===== src/rtl/pio_avalon_cmd_master.sv =====
// Avalon-MM initiator that turns a read/write/set/clear command stream into single
// transactions against the 8-bit PIO slave register map, one response per command.
module pio_avalon_cmd_master #(
  parameter int unsigned READ_LATENCY = 1,
  parameter logic [2:0]  ADDR_DATA    = 3'd0,
  parameter logic [2:0]  ADDR_SET     = 3'd4,
  parameter logic [2:0]  ADDR_CLR     = 3'd5
) (
  input  logic        clk,
  input  logic        reset_n,
  input  logic        cmd_valid,
  output logic        cmd_ready,
  input  logic [1:0]  cmd_op,
  input  logic [7:0]  cmd_data,
  output logic        rsp_valid,
  input  logic        rsp_ready,
  output logic [7:0]  rsp_data,
  output logic        rsp_err,
  output logic [2:0]  avm_address,
  output logic        avm_chipselect,
  output logic        avm_write_n,
  output logic [31:0] avm_writedata,
  input  logic [31:0] avm_readdata
);

  localparam logic [1:0] OP_READ  = 2'b00;
  localparam logic [1:0] OP_WRITE = 2'b01;
  localparam logic [1:0] OP_SET   = 2'b10;
  localparam logic [1:0] OP_CLR   = 2'b11;

  // WAIT lasts READ_LATENCY-1 cycles; the counter is loaded with that count minus one.
  localparam int unsigned WAIT_CYCLES = (READ_LATENCY > 1) ? (READ_LATENCY - 2) : 0;
  localparam logic [1:0]  WAIT_INIT   = WAIT_CYCLES[1:0];

  if ((READ_LATENCY < 1) || (READ_LATENCY > 4)) begin : g_bad_latency
    $error("pio_avalon_cmd_master: READ_LATENCY=%0d outside 1..4", READ_LATENCY);
  end

  typedef enum logic [2:0] {
    S_IDLE  = 3'd0,
    S_ISSUE = 3'd1,
    S_WAIT  = 3'd2,
    S_CAPT  = 3'd3,
    S_RESP  = 3'd4
  } state_t;

  state_t     state;
  logic [1:0] op;
  logic [1:0] wait_cnt;

  function automatic logic [2:0] op_addr(input logic [1:0] o);
    case (o)
      OP_READ:  return ADDR_DATA;
      OP_WRITE: return ADDR_DATA;
      OP_SET:   return ADDR_SET;
      OP_CLR:   return ADDR_CLR;
      default:  return ADDR_DATA;
    endcase
  endfunction

  // Any bit above the PIO byte lane flags a malformed read.
  function automatic logic read_err(input logic [31:0] rd);
    return |rd[31:8];
  endfunction

  // Command FSM; every output is a register updated on the transition into its state.
  always_ff @(posedge clk or negedge reset_n) begin
    if (!reset_n) begin
      state          <= S_IDLE;
      op             <= OP_READ;
      wait_cnt       <= 2'd0;
      cmd_ready      <= 1'b0;
      rsp_valid      <= 1'b0;
      rsp_data       <= 8'h00;
      rsp_err        <= 1'b0;
      avm_address    <= 3'd0;
      avm_chipselect <= 1'b0;
      avm_write_n    <= 1'b1;
      avm_writedata  <= 32'h0000_0000;
    end else begin
      case (state)
        S_IDLE: begin
          cmd_ready <= 1'b1;
          if (cmd_valid && cmd_ready) begin
            state          <= S_ISSUE;
            op             <= cmd_op;
            cmd_ready      <= 1'b0;
            avm_chipselect <= 1'b1;
            avm_address    <= op_addr(cmd_op);
            avm_write_n    <= (cmd_op == OP_READ);
            avm_writedata  <= (cmd_op == OP_READ) ? 32'h0000_0000 : {24'h00_0000, cmd_data};
          end
        end
        S_ISSUE: begin
          avm_chipselect <= 1'b0;
          avm_write_n    <= 1'b1;
          avm_writedata  <= 32'h0000_0000;
          if (op == OP_READ) begin
            wait_cnt <= WAIT_INIT;
            state    <= (READ_LATENCY > 1) ? S_WAIT : S_CAPT;
          end else begin
            rsp_valid <= 1'b1;
            rsp_data  <= 8'h00;
            rsp_err   <= 1'b0;
            state     <= S_RESP;
          end
        end
        S_WAIT: begin
          if (wait_cnt == 2'd0) begin
            state <= S_CAPT;
          end else begin
            wait_cnt <= wait_cnt - 2'd1;
          end
        end
        S_CAPT: begin
          rsp_valid <= 1'b1;
          rsp_data  <= avm_readdata[7:0];
          rsp_err   <= read_err(avm_readdata);
          state     <= S_RESP;
        end
        S_RESP: begin
          // Response registers hold until the consumer takes them.
          if (rsp_ready) begin
            rsp_valid <= 1'b0;
            cmd_ready <= 1'b1;
            state     <= S_IDLE;
          end
        end
        default: begin
          state          <= S_IDLE;
          cmd_ready      <= 1'b0;
          rsp_valid      <= 1'b0;
          avm_chipselect <= 1'b0;
          avm_write_n    <= 1'b1;
          avm_writedata  <= 32'h0000_0000;
        end
      endcase
    end
  end

endmodule


===== config.mk =====
export PLATFORM = sky130hd
export DESIGN_NAME = pio_avalon_cmd_master
export DESIGN_NICKNAME = d
export VERILOG_FILES = /design/src/rtl/pio_avalon_cmd_master.sv
export SDC_FILE = /design/constraint.sdc
export NUM_CORES = 1
export LEC_CHECK = 0
export ABC_AREA = 0
export CAP_MARGIN = 20
export CORE_UTILIZATION = 39
export DETAILED_ROUTE_END_ITERATION = 10
export PLACE_DENSITY = 0.86
export SYNTH_ARGS = -nofsm -noshare
export SYNTH_HDL_FRONTEND = slang
export SYNTH_SLANG_ARGS = --single-unit
export TNS_END_PERCENT = 50

===== constraint.sdc =====
create_clock -name clk -period 3.6 [get_ports clk]
set_clock_uncertainty 0.2 [all_clocks]
set_input_delay 0.72 -clock clk [delete_from_list [all_inputs] [get_ports clk]]
set_output_delay 0.72 -clock clk [all_outputs]
set_load 0.05 [all_outputs]

; Yosys cells after proc, flatten, opt, wreduce, memory -nomap -nowiden
; Index checks and enable logic that the tools add are counted.
[word_totals]
regBits = 55
out_inout_bits = 48
in_bits = 46
wordCells = 73
[classes]
reduce_logical = 19
n_bitwise = 3
n_eq_ne = 13
muxes = 26
add_sub_neg = 1
[op_table]
columns = operator, count
row1 = 32-bit case mux with 2 select lines, 1
row2 = 32-bit two-way mux, 1
row3 = 24-bit OR reduction, 1
row4 = 8-bit two-way mux, 2
row5 = 8-bit case mux with 2 select lines, 1
row6 = 3-bit case mux with 5 select lines, 1
row7 = 3-bit two-way mux, 4
row8 = "2-bit inequality test, second input constant", 6
row9 = 3-bit case mux with 3 select lines, 1
row10 = 3-bit AND reduction, 3
row11 = 2-bit AND reduction, 4
row12 = 1-bit two-way mux, 7
row13 = "3-bit by 2-bit equality test with 1-bit output, second input constant", 2
row14 = 2-bit logical NOT, 3
row15 = 1-bit case mux with 2 select lines, 3
row16 = 3-bit OR reduction, 2
row17 = "2-bit equality test, second input constant", 2
row18 = 2-bit two-way mux, 2
row19 = 1-bit case mux with 4 select lines, 1
row20 = 2-bit case mux with 2 select lines, 1
row21 = 2-bit nonzero test, 2
row22 = 2-bit OR reduction, 2
row23 = "3-bit by 1-bit equality test with 1-bit output, second input constant", 1
row24 = "3-bit equality test, second input constant", 1
row25 = 6 further kinds, 8

; Depth between registers and ports, before layout
; Gate-level depths: netlist of run 1.
[depth]
word_depth = 4
depth_mapped = 5
mapped_depth_nobuf = 5

; Worst setup path after synthesis of run 1
; OpenSTA, ideal clock, no wires.
[synth_path]
kind = register to register
from = reg cmd_ready
to = reg avm_address[2]
t_required_ns = 3.272
n_path_buf = 0
stages_incl_launch_ff = 4
arrival_ns = 1.549
setup_time_ns = 0.128
slack_ns = 1.723
synth_period_minus_slack_ns = 1.877
path_cell_list = dfrtp_1 -> nand2_1 -> nor3_4 -> mux2_1
[synth_via]
elab_chain_len = 2
[synth_rtl]
columns = item, line_no
row1 = "start, declared", 12  ; output logic cmd_ready,
row2 = "start signal, assigned", 72  ; cmd_ready <= 1'b0;
row3 = "start signal, assigned", 83  ; cmd_ready <= 1'b1;
row4 = "start signal, assigned", 87  ; cmd_ready <= 1'b0;
row5 = 1-bit logical AND, 84  ; if (cmd_valid && cmd_ready) begin
row6 = 2-bit AND reduction (no source line), -
row7 = "end signal, assigned", 89  ; avm_address <= op_addr(cmd_op);
row8 = "end, declared", 19  ; output logic [2:0] avm_address,
; Every way passes these cells.
; A chain may end at the register's enable or synchronous reset.

; Worst setup path in the final report of run 1
[layout_path]
from = reg avm_write_n
to = out avm_write_n
[layout_rtl]
columns = item, line_no
row1 = "start, declared", 21  ; output logic avm_write_n,
row2 = "start signal, assigned", 90  ; avm_write_n <= (cmd_op == OP_READ);
; No word-level cell between the ends.

==> reports/qor.csv, run 1 <==
stage;metric;value;unit
yosys;synth_top_family_by_area;compound AO/OA/AOI/OAI gates;
power;switching_share;46.5;%
critical_path;crit_family;buffers and inverters;
yosys;muxShareOfSynthArea;3.67;%
place;place_congestion;0.714;
yosys;ys.warnings.count;0;
yosys;syn_area_per_cell;11.5;µm²
sta;grt_setup_unrepaired;false;
final_layout;diodes;0;
critical_path;crit_type;register to primary output;
place;io_buffers;68;
drt;viasPerCell;4.68;
yosys;synth_cell_types;37;
floorplanning;dieHeight;64.0;µm
sta;finalCritPeriodShare;69.8;%
grt;overflow;0;
clock_network;cts_resized;0;
drt;drtIter0Drc;39;
drt;wl_per_cell;13.7;µm
yosys;async_reset_ff_share;100;%
yosys;synth_xor_area_share;0;%
yosys;syn_inst;131;
floorplanning;start_util;40.7;%
power;p_int;1.07;mW
critical_path;worstPathCellList;clkdlybuf4s50_1;
power;switching_power;928;µW
yosys;synth_edf_count;0;
critical_path;critPathSlowestCell;clkdlybuf4s50_1;
power;ir_worst_vdd;0.498;mV
clock_network;path_clk_slew;0.06;ns
clock_network;root_buffer;clkbuf_8;
run;maxCapViolations;0;
yosys;ys_seq_elements;30;
grt;grt_pass1_wl;5580;µm
final_layout;drive_gt1_share;6.44;%
final_layout;fillCellCount;321;
grt;grt.total_usage;18.3;%
critical_path;startpoint_type;register;
grt;grt_max_degree;31;
power;p_comb_share;53.9;%
sta;max_freq;398;MHz
clock_network;clock_sinks;30;
final_layout;fin_area;2230;µm²
sta;hold_ws;0.260;ns
yosys;synth_top_flop_cell;dfrtp_1;
yosys;synth_area;1500;µm²
clock_network;cts_buffer_depth;2;
floorplanning;dieArea;4100;µm²
place;dp_hpwl;2670;µm
sta;setup_viol;0;
hold_path;hp-class;register to register;
clock_network;numCtsBuffers;5;
critical_path;worstPathRequired;2.68;ns
grt;antenna_found_initial;0;
power;p_leak;0.984;nW
critical_path;end_kind;primary output;
clock_network;cts_hold_buf;0;
drt;vias;1170;
clock_network;htreeDepth;2;
sta;min_period;2.51;ns
yosys;synth_fa_ha_area_share;0.834;%
power;total_power;2.00;mW
grt;grt_pass1_vias;1173;
critical_path;critical_path_buf_inv_count;1;
critical_path;slowest_delay;0.79;ns
clock_network;cts_setup_buffers;0;
final_layout;syn_to_final_growth;48.4;%
run_status;status;finished clean;
final_layout;final_nets;248;
power;power_density;897;nW/µm²
clock_network;cts_tree;yes;
floorplanning;die_w;64.0;µm
sta;max_slew_margin;64.8;%
drt;dr.pass1.iters;4;
yosys;synth_compound_area_share;17.2;%
sta;worstMarginPinSlew;0.524;ns
critical_path;worstPathArrival;1.59;ns
clock_network;clock_latency;0.28;ns
sta;hold_violations;0;
yosys;synth-simple-area-share;11.6;%
drt;remaining_drc_errors;0;
drt;drt_wl_total;3420;µm
power;pwr-share-seq;29.5;%
floorplanning;core_area;3690;µm²
floorplanning;rows;22;
floorplanning;ios;94;
place;placedInstanceArea;2120;µm²
sta;setup-tns-final;0;ns
drt;ant_nets;0;
power;p_clk_share;16.7;%
yosys;ys_seq_area_share;50.1;%
sta;slew_violations;0;
critical_path;path_max_fanout;2;
## logic make-up after synthesis
| family | Yosys count |
|---|---|
| AOI/OAI and AO/OA | 33 |
| and+or+nand+nor | 25 |
| buffers and inverters | 36 |
| DFF | 30 |
| muxes | 5 |
| adders and majority gates | 1 |
| other | 1 |
## stage by stage
stage / instances / setup WS (ns) / util (%)
after global placement: 242 / 1.26 / 57.4
after detailed placement: 242 / 1.18 / 57.4
after global routing: 250 / 1.05 / 60.3
final: 250 / 1.09 / 60.3
after CTS: 250 / 1.08 / 60.3
after floorplan: 155 / 1.72 / -
## registers in the layout, summed over array words and instances, names as in the netlist
register	flops
rsp_err	1
cmd_ready	1
avm_write_n	1
state	3
avm_writedata	8
avm_address	2
op	2
wait_cnt	2
avm_chipselect	1
rsp_data	8
rsp_valid	1
## worst paths after layout
check | startpoint | to | slack (ns) | cells past startpoint
worst max register to register | state[1] | avm_writedata[0] | 1.76 | 3
worst max-delay path | avm_write_n | avm_write_n | 1.09 | 1
min in group asynchronous | reset_n | wait_cnt[0] | 0.63 | 2
worst min register to register | avm_write_n | avm_write_n | 0.26 | 2
max in group asynchronous | reset_n | avm_write_n | 2.25 | 2
worst min-delay path | avm_write_n | avm_write_n | 0.26 | 2
## per-layer routing
layer	GRT usage (%)	share of wire [%]	up-vias
met5	0	0	-
met1	21.8	41	559
met2	31.6	53	43
met4	7.67	2.0	0
li1	-	-	561
met3	3.93	3.9	7
## Yosys cell counts, drive strengths merged, types with 2 or more instances
cell    instances  area, µm²
inv             6       22.5
dfrtp          29        726
nor2            3       11.3
and3b           2       17.5
o211ai          2       15.0
nand2           4       15.0
nor4            7       58.8
nand2b          2       12.5
a21boi          2       15.0
a22o           16        140
buf            28        215
o21ai           4       20.0
a21oi           3       15.0
clkbuf          2       7.51
mux2            4       45.0
## area by class of cell
cell class / count / area [µm²] / share of cell area [%]
clock inverter: 2 / 37.5 / 1.69
timing repair buffer: 69 / 688 / 30.9
clock buffer: 6 / 72.6 / 3.26
multi-input combinational: 89 / 593 / 26.6
sequential: 30 / 752 / 33.8
tap: 48 / 60.1 / 2.70
inverter: 6 / 22.5 / 1.01
## power groups by stage
stage | Combinational (mW) | Sequential, mW | Clock, mW
after detailed placement | 1.08 | 0.591 | 0
after global routing | 1.14 | 0.607 | 0.358
after floorplan | 0.410 | 0.951 | 0
final | 1.08 | 0.588 | 0.333
after CTS | 1.08 | 0.589 | 0.338
after global placement | 1.06 | 0.589 | 0
## cells in the final DEF, fill, tap and decap left out, types with 3 or more instances in the layout
master	instances
mux2_1	3
a21oi_1	3
inv_1	6
dfrtp_1	29
nor2_1	3
clkdlybuf4s50_1	68
nand2_1	4
a22o_1	16
conb_1	25
nor4_1	6
clkbuf_8	5
Note: power is estimated with default switching activity, not from simulation.
==> run 2, diff against run 1 <==
--- a/config.mk
+++ b/config.mk
@@ -7,9 +7,9 @@
 export LEC_CHECK = 0
 export ABC_AREA = 0
 export CAP_MARGIN = 20
-export CORE_UTILIZATION = 39
+export CORE_UTILIZATION = 36
 export DETAILED_ROUTE_END_ITERATION = 10
-export PLACE_DENSITY = 0.86
+export PLACE_DENSITY = 0.8
 export SYNTH_ARGS = -nofsm -noshare
 export SYNTH_HDL_FRONTEND = slang
 export SYNTH_SLANG_ARGS = --single-unit
==> constraint.sdc (replaced) <==
create_clock -name clk -period 2.56 [get_ports clk]
set_clock_uncertainty 0.2 [all_clocks]
set_input_delay 0.512 -clock clk [delete_from_list [all_inputs] [get_ports clk]]
set_output_delay 0.512 -clock clk [all_outputs]
set_load 0.05 [all_outputs]
==> run 2 against run 1 <==
  * Combinational power increased by 40%
  * Largest power group unchanged
  * Die area grew 8.1%
  * Clock-buffer cell count rose by 1
  * Sequential power rose by 40%
  * Clock power increased by 13%
  * Worst hold slack better by 0.0076 ns
  * Final cell count is 0.80% higher
  * Via count fell by 2.3%
  * Worst setup slack lost 0.83 ns
  * Design area fell by 0.73%
  * Flip-flop and latch count is the same
  * Global-route usage decreased by 3.3 points
==> reports/qor.csv, run 2 (synthesis results as in run 1) <==
stage;metric;value;unit
run_status;status;finished clean;
sta;grt_setup_unrepaired;false;
final_layout;final_common_cell;clkdlybuf4s50_1;
drt;drtIter0Drc;17;
power;power_density;1220;nW/µm²
sta;worstMarginPinSlew;0.547;ns
final_layout;syn_to_final_growth;47.3;%
critical_path;critPathSlowestCell;clkdlybuf4s50_1;
sta;max_slew_margin;63.2;%
sta;max_freq;434;MHz
sta;min_period;2.30;ns
final_layout;drive_gt1_share;6.44;%
grt;grt.total_usage;15.0;%
drt;drt_wl_total;3140;µm
power;p_int;1.43;mW
grt;antenna_found_initial;0;
clock_network;cts_buffer_depth;2;
drt;ant_nets;0;
clock_network;root_buffer;clkbuf_8;
grt;grt_pass1_wl;4970;µm
grt;grt_pass1_vias;1098;
sta;hold_violations;0;
clock_network;cts_resized;0;
floorplanning;start_util;37.5;%
power;p_comb_share;55.7;%
grt;grt_max_degree;31;
clock_network;clock_sinks;30;
drt;remaining_drc_errors;0;
sta;fin_ws;0.256;ns
final_layout;layout_common_cells;68 x clkdlybuf4s50_1, 29 x dfrtp_1, 25 x conb_1, 16 x a22o_1;
hold_path;hp-start;avm_write_n;
drt;viasPerCell;4.54;
clock_network;cts_hold_buf;0;
critical_path;startpoint_type;register;
floorplanning;die_w;66.6;µm
sta;setup-tns-final;0;ns
power;pwr-share-seq;30.5;%
critical_path;worstPathRequired;1.85;ns
final_layout;top_regs;avm_writedata x8, rsp_data x8, state x3;
place;io_buffers;68;
run;maxCapViolations;0;
power;ir_worst_vdd;0.682;mV
floorplanning;ios;94;
final_layout;diodes;0;
critical_path;worstPathArrival;1.59;ns
place;dp_hpwl;2330;µm
power;p_clk_share;13.9;%
hold_path;hp-class;register to register;
floorplanning;rows;23;
clock_network;htreeDepth;2;
critical_path;slowest_delay;0.79;ns
critical_path;cp-startpoint;avm_write_n;
clock_network;cts_setup_buffers;0;
critical_path;crit_type;register to primary output;
power;switching_power;1.28;mW
critical_path;worstPathCellList;clkdlybuf4s50_1;
critical_path;end_kind;primary output;
critical_path;critical_path_buf_inv_count;1;
power;switching_share;47.2;%
place;dpl_worst_slack;0.325;ns
final_layout;final_nets;248;
final_layout;fillCellCount;366;
drt;vias;1143;
critical_path;crit_family;buffers and inverters;
critical_path;rr_startpoint;state[0];
grt;overflow;0;
power;p_leak;0.981;nW
floorplanning;dieHeight;66.6;µm
sta;slew_violations;0;
clock_network;clock_latency;0.27;ns
critical_path;path_max_fanout;2;
floorplanning;core_area;4000;µm²
clock_network;numCtsBuffers;5;
clock_network;cts_tree;yes;
place;place_congestion;0.711;
floorplanning;dieArea;4430;µm²
sta;finalCritPeriodShare;90.0;%
clock_network;path_clk_slew;0.06;ns
drt;wl_per_cell;12.5;µm
drt;dr.pass1.iters;4;
sta;setup_viol;0;
## run 2: cell types whose count changed in the layout (fill, tap and decap cells not counted)
cell	delta
bufinv_16	-1
clkinvlp_4	-1
clkinv_2	+1
clkbuf_8	+1
## run 2: final cells by class
type	instances	area (µm²)	share of cell area, %
tap	50	62.6	2.83
multi-input combinational	89	593	26.8
clock buffer	7	86.3	3.91
clock inverter	1	5.00	0.227
inverter	6	22.5	1.02
timing repair buffer	69	688	31.1
sequential	30	752	34.0
## run 2: worst paths after layout
| check | cells after the start | to | slack (ns) |
|---|---|---|---|
| min reg2reg | 2 | avm_write_n | 0.27 |
| min in group asynchronous | 2 | rsp_err | 0.43 |
| max in group asynchronous | 2 | avm_write_n | 1.41 |
| min | 2 | avm_write_n | 0.27 |
| max | 1 | avm_write_n | 0.26 |
| max reg2reg | 3 | avm_writedata[3] | 0.72 |
## run 2: per-stage QoR
stage	util (%)	cell area (µm²)	cells	hold WS, ns	total power, mW
after global placement	53.0	2120	244	0.254	2.32
after global routing	55.2	2210	252	0.286	2.85
final	55.2	2210	252	0.268	2.71
after CTS	55.2	2210	252	0.265	2.74
after detailed placement	53.0	2120	244	0.257	2.34
after floorplan	-	1590	155	0.0164	1.91
## run 2: power by group through the flow
stage | combinational, mW | clock, mW | sequential [mW]
after floorplan | 0.576 | 0 | 1.34
after global placement | 1.49 | 0 | 0.827
after detailed placement | 1.52 | 0 | 0.823
after CTS | 1.52 | 0.395 | 0.824
after global routing | 1.59 | 0.413 | 0.853
final | 1.51 | 0.376 | 0.824
## run 2: per-layer routing
metal,share of wire (%),GRT usage (%),up-vias
li1,-,-,557
met1,43,18.5,538
met2,51,24.2,43
met3,5.3,4.28,5
met4,1.1,6.12,0
met5,0,0,-
==> variant: new RTL, config.mk and constraints of run 2 <==
Reset style: synchronous (`reset_n`), changed in one clocked block.
--- a/src/rtl/pio_avalon_cmd_master.sv
+++ b/src/rtl/pio_avalon_cmd_master.sv
@@ -64,7 +64,7 @@
   endfunction
 
   // Command FSM; every output is a register updated on the transition into its state.
-  always_ff @(posedge clk or negedge reset_n) begin
+  always_ff @(posedge clk) begin
     if (!reset_n) begin
       state          <= S_IDLE;
       op             <= OP_READ;
Formal check against the unedited RTL: differs if reset_n is asserted again (counterexample within 4 cycles, from zero or initial values and one cycle with reset_n low); with reset_n held inactive, the same outputs for 10 cycles.
==> variant against run 2 <==
Final area increased by 3.9%; power decreased by 27%; sequential power decreased by 21%; sequential share of layout area decreased by 7.9 points; routed wire length increased by 21%; area after synthesis increased by 5.4%; core utilization increased by 0.55 points; setup slack improved by 0.070 ns; sequential cell count unchanged.
==> variant: results (changes against run 2) <==
Mapped Cells 181 (+38%); Area contributors post-synth dfxtp_1 38%, buf_4 12%, o21ai_0 5.7%, a21oi_1 4.7%, a211oi_1 3.8%; ys async rst share 0 (-1.00); pin count of the biggest net entering global routing 15 (-52%); via count 1,516 (+33%); CP Data Arrival Time 1.52 ns (-0.07 ns); Netlist cell types 41 (+11%); RePlAce Congestion 0.720 (+1.2%); total track usage 0.174 (+0.0244); antenna cells 0 (unchanged); worst hold start rsp_data[4]; vias per inst 5.07 (+12%); Psw 863 µW (-32%); sequential cell area fraction in the yosys report 0.380 (-0.122); Slew @ Worst Pin 0.571 ns (+0.0235 ns); outcome completed; # fillers 388 (+6.0%); Post-Synth Adder-Cell Area 0.00791 (-0.000429); R2R Path End avm_write_n; CP Max Fanout 7 (+5); Starting Density 0.384 (+0.00927); post-detailed-placement half-perimeter wirelength 2860 µm (+23%); nets 295 (+19%); placed cell area 2200 µm² (+4.1%); Crit Reg-Reg Startpoint state[1]; Placement Setup Slack 0.325 ns (+0.0000220 ns); share of layout cells above drive strength 1 0.0763 (+0.0119); Leak 0.000813 µW (-17%); Tmin final 2.23 ns (-0.0697 ns); xor and xnor area share after synthesis 0 (unchanged); Placed Cells 291 (+19%); most frequent cells after synthesis 30 x dfxtp_1, 26 x buf_4, 18 x o21ai_0; Compound-Gate Fraction of Synth Area 0.233 (+0.0608); R2R setup slack 0.65 ns (-0.07 ns)
## variant: changes by cell type in the layout (fill, tap and decap cells not counted), moves of 7 or more
cell and delta:
a22o_1 -15, nand3_1 +9, a211oi_1 +7, o21ai_0 +16, dfrtp_1 -29, nand2_1 +7
dfxtp_1 +30, a21oi_1 +12
## variant: routing by layer
metal	GRT usage	part of all wire
met5	0	0
met4	0.0469	0.0021
met2	0.292	0.51
met3	0.0383	0.074
met1	0.223	0.42
## variant: area by class of cell
type | instances | area share
clock buffer | 7 | 0.0376
clock inverter | 1 | 0.00218
inverter | 5 | 0.00817
multi-input combinational | 134 | 0.354
sequential | 30 | 0.262
tap | 50 | 0.0272
timing repair buffer | 72 | 0.310
## variant: how the worst max path moves through the flow
stage | start | end | cells after the start
final | cmd_ready | cmd_ready | 1
after global routing | cmd_ready | cmd_ready | 1
after CTS | cmd_ready | cmd_ready | 1
after detailed placement | cmd_valid | avm_writedata[5] | 4
after global placement | cmd_valid | avm_writedata[0] | 4
after floorplan | cmd_ready | avm_write_n | 3
## variant: kinds of logic after synthesis
| family | count (synthesis) |
|---|---|
| AO/OA/AOI/OAI | 57 |
| AND/OR/NAND/NOR | 48 |
| buffers and inverters | 41 |
| flip-flops | 30 |
| multiplexers | 3 |
| adder cells (fa/ha/maj) | 1 |
| other | 1 |
## variant: power by group through the flow
stage | logic (µW) | clock network (µW) | registers [µW]
CTS | 953 | 394 | 652
global route | 1020 | 417 | 669
global placement | 943 | 0 | 658
detailed placement | 949 | 0 | 660
finish | 950 | 384 | 652
floorplan | 522 | 0 | 844
## variant: stage by stage
step	total power (µW)	hold WS, ns
6_report	1990	0.279
5_1_grt	2100	0.296
4_1_cts	2000	0.277
3_5_place_dp	1610	0.267
3_3_place_gp	1600	0.261
2_1_floorplan	1370	0.240
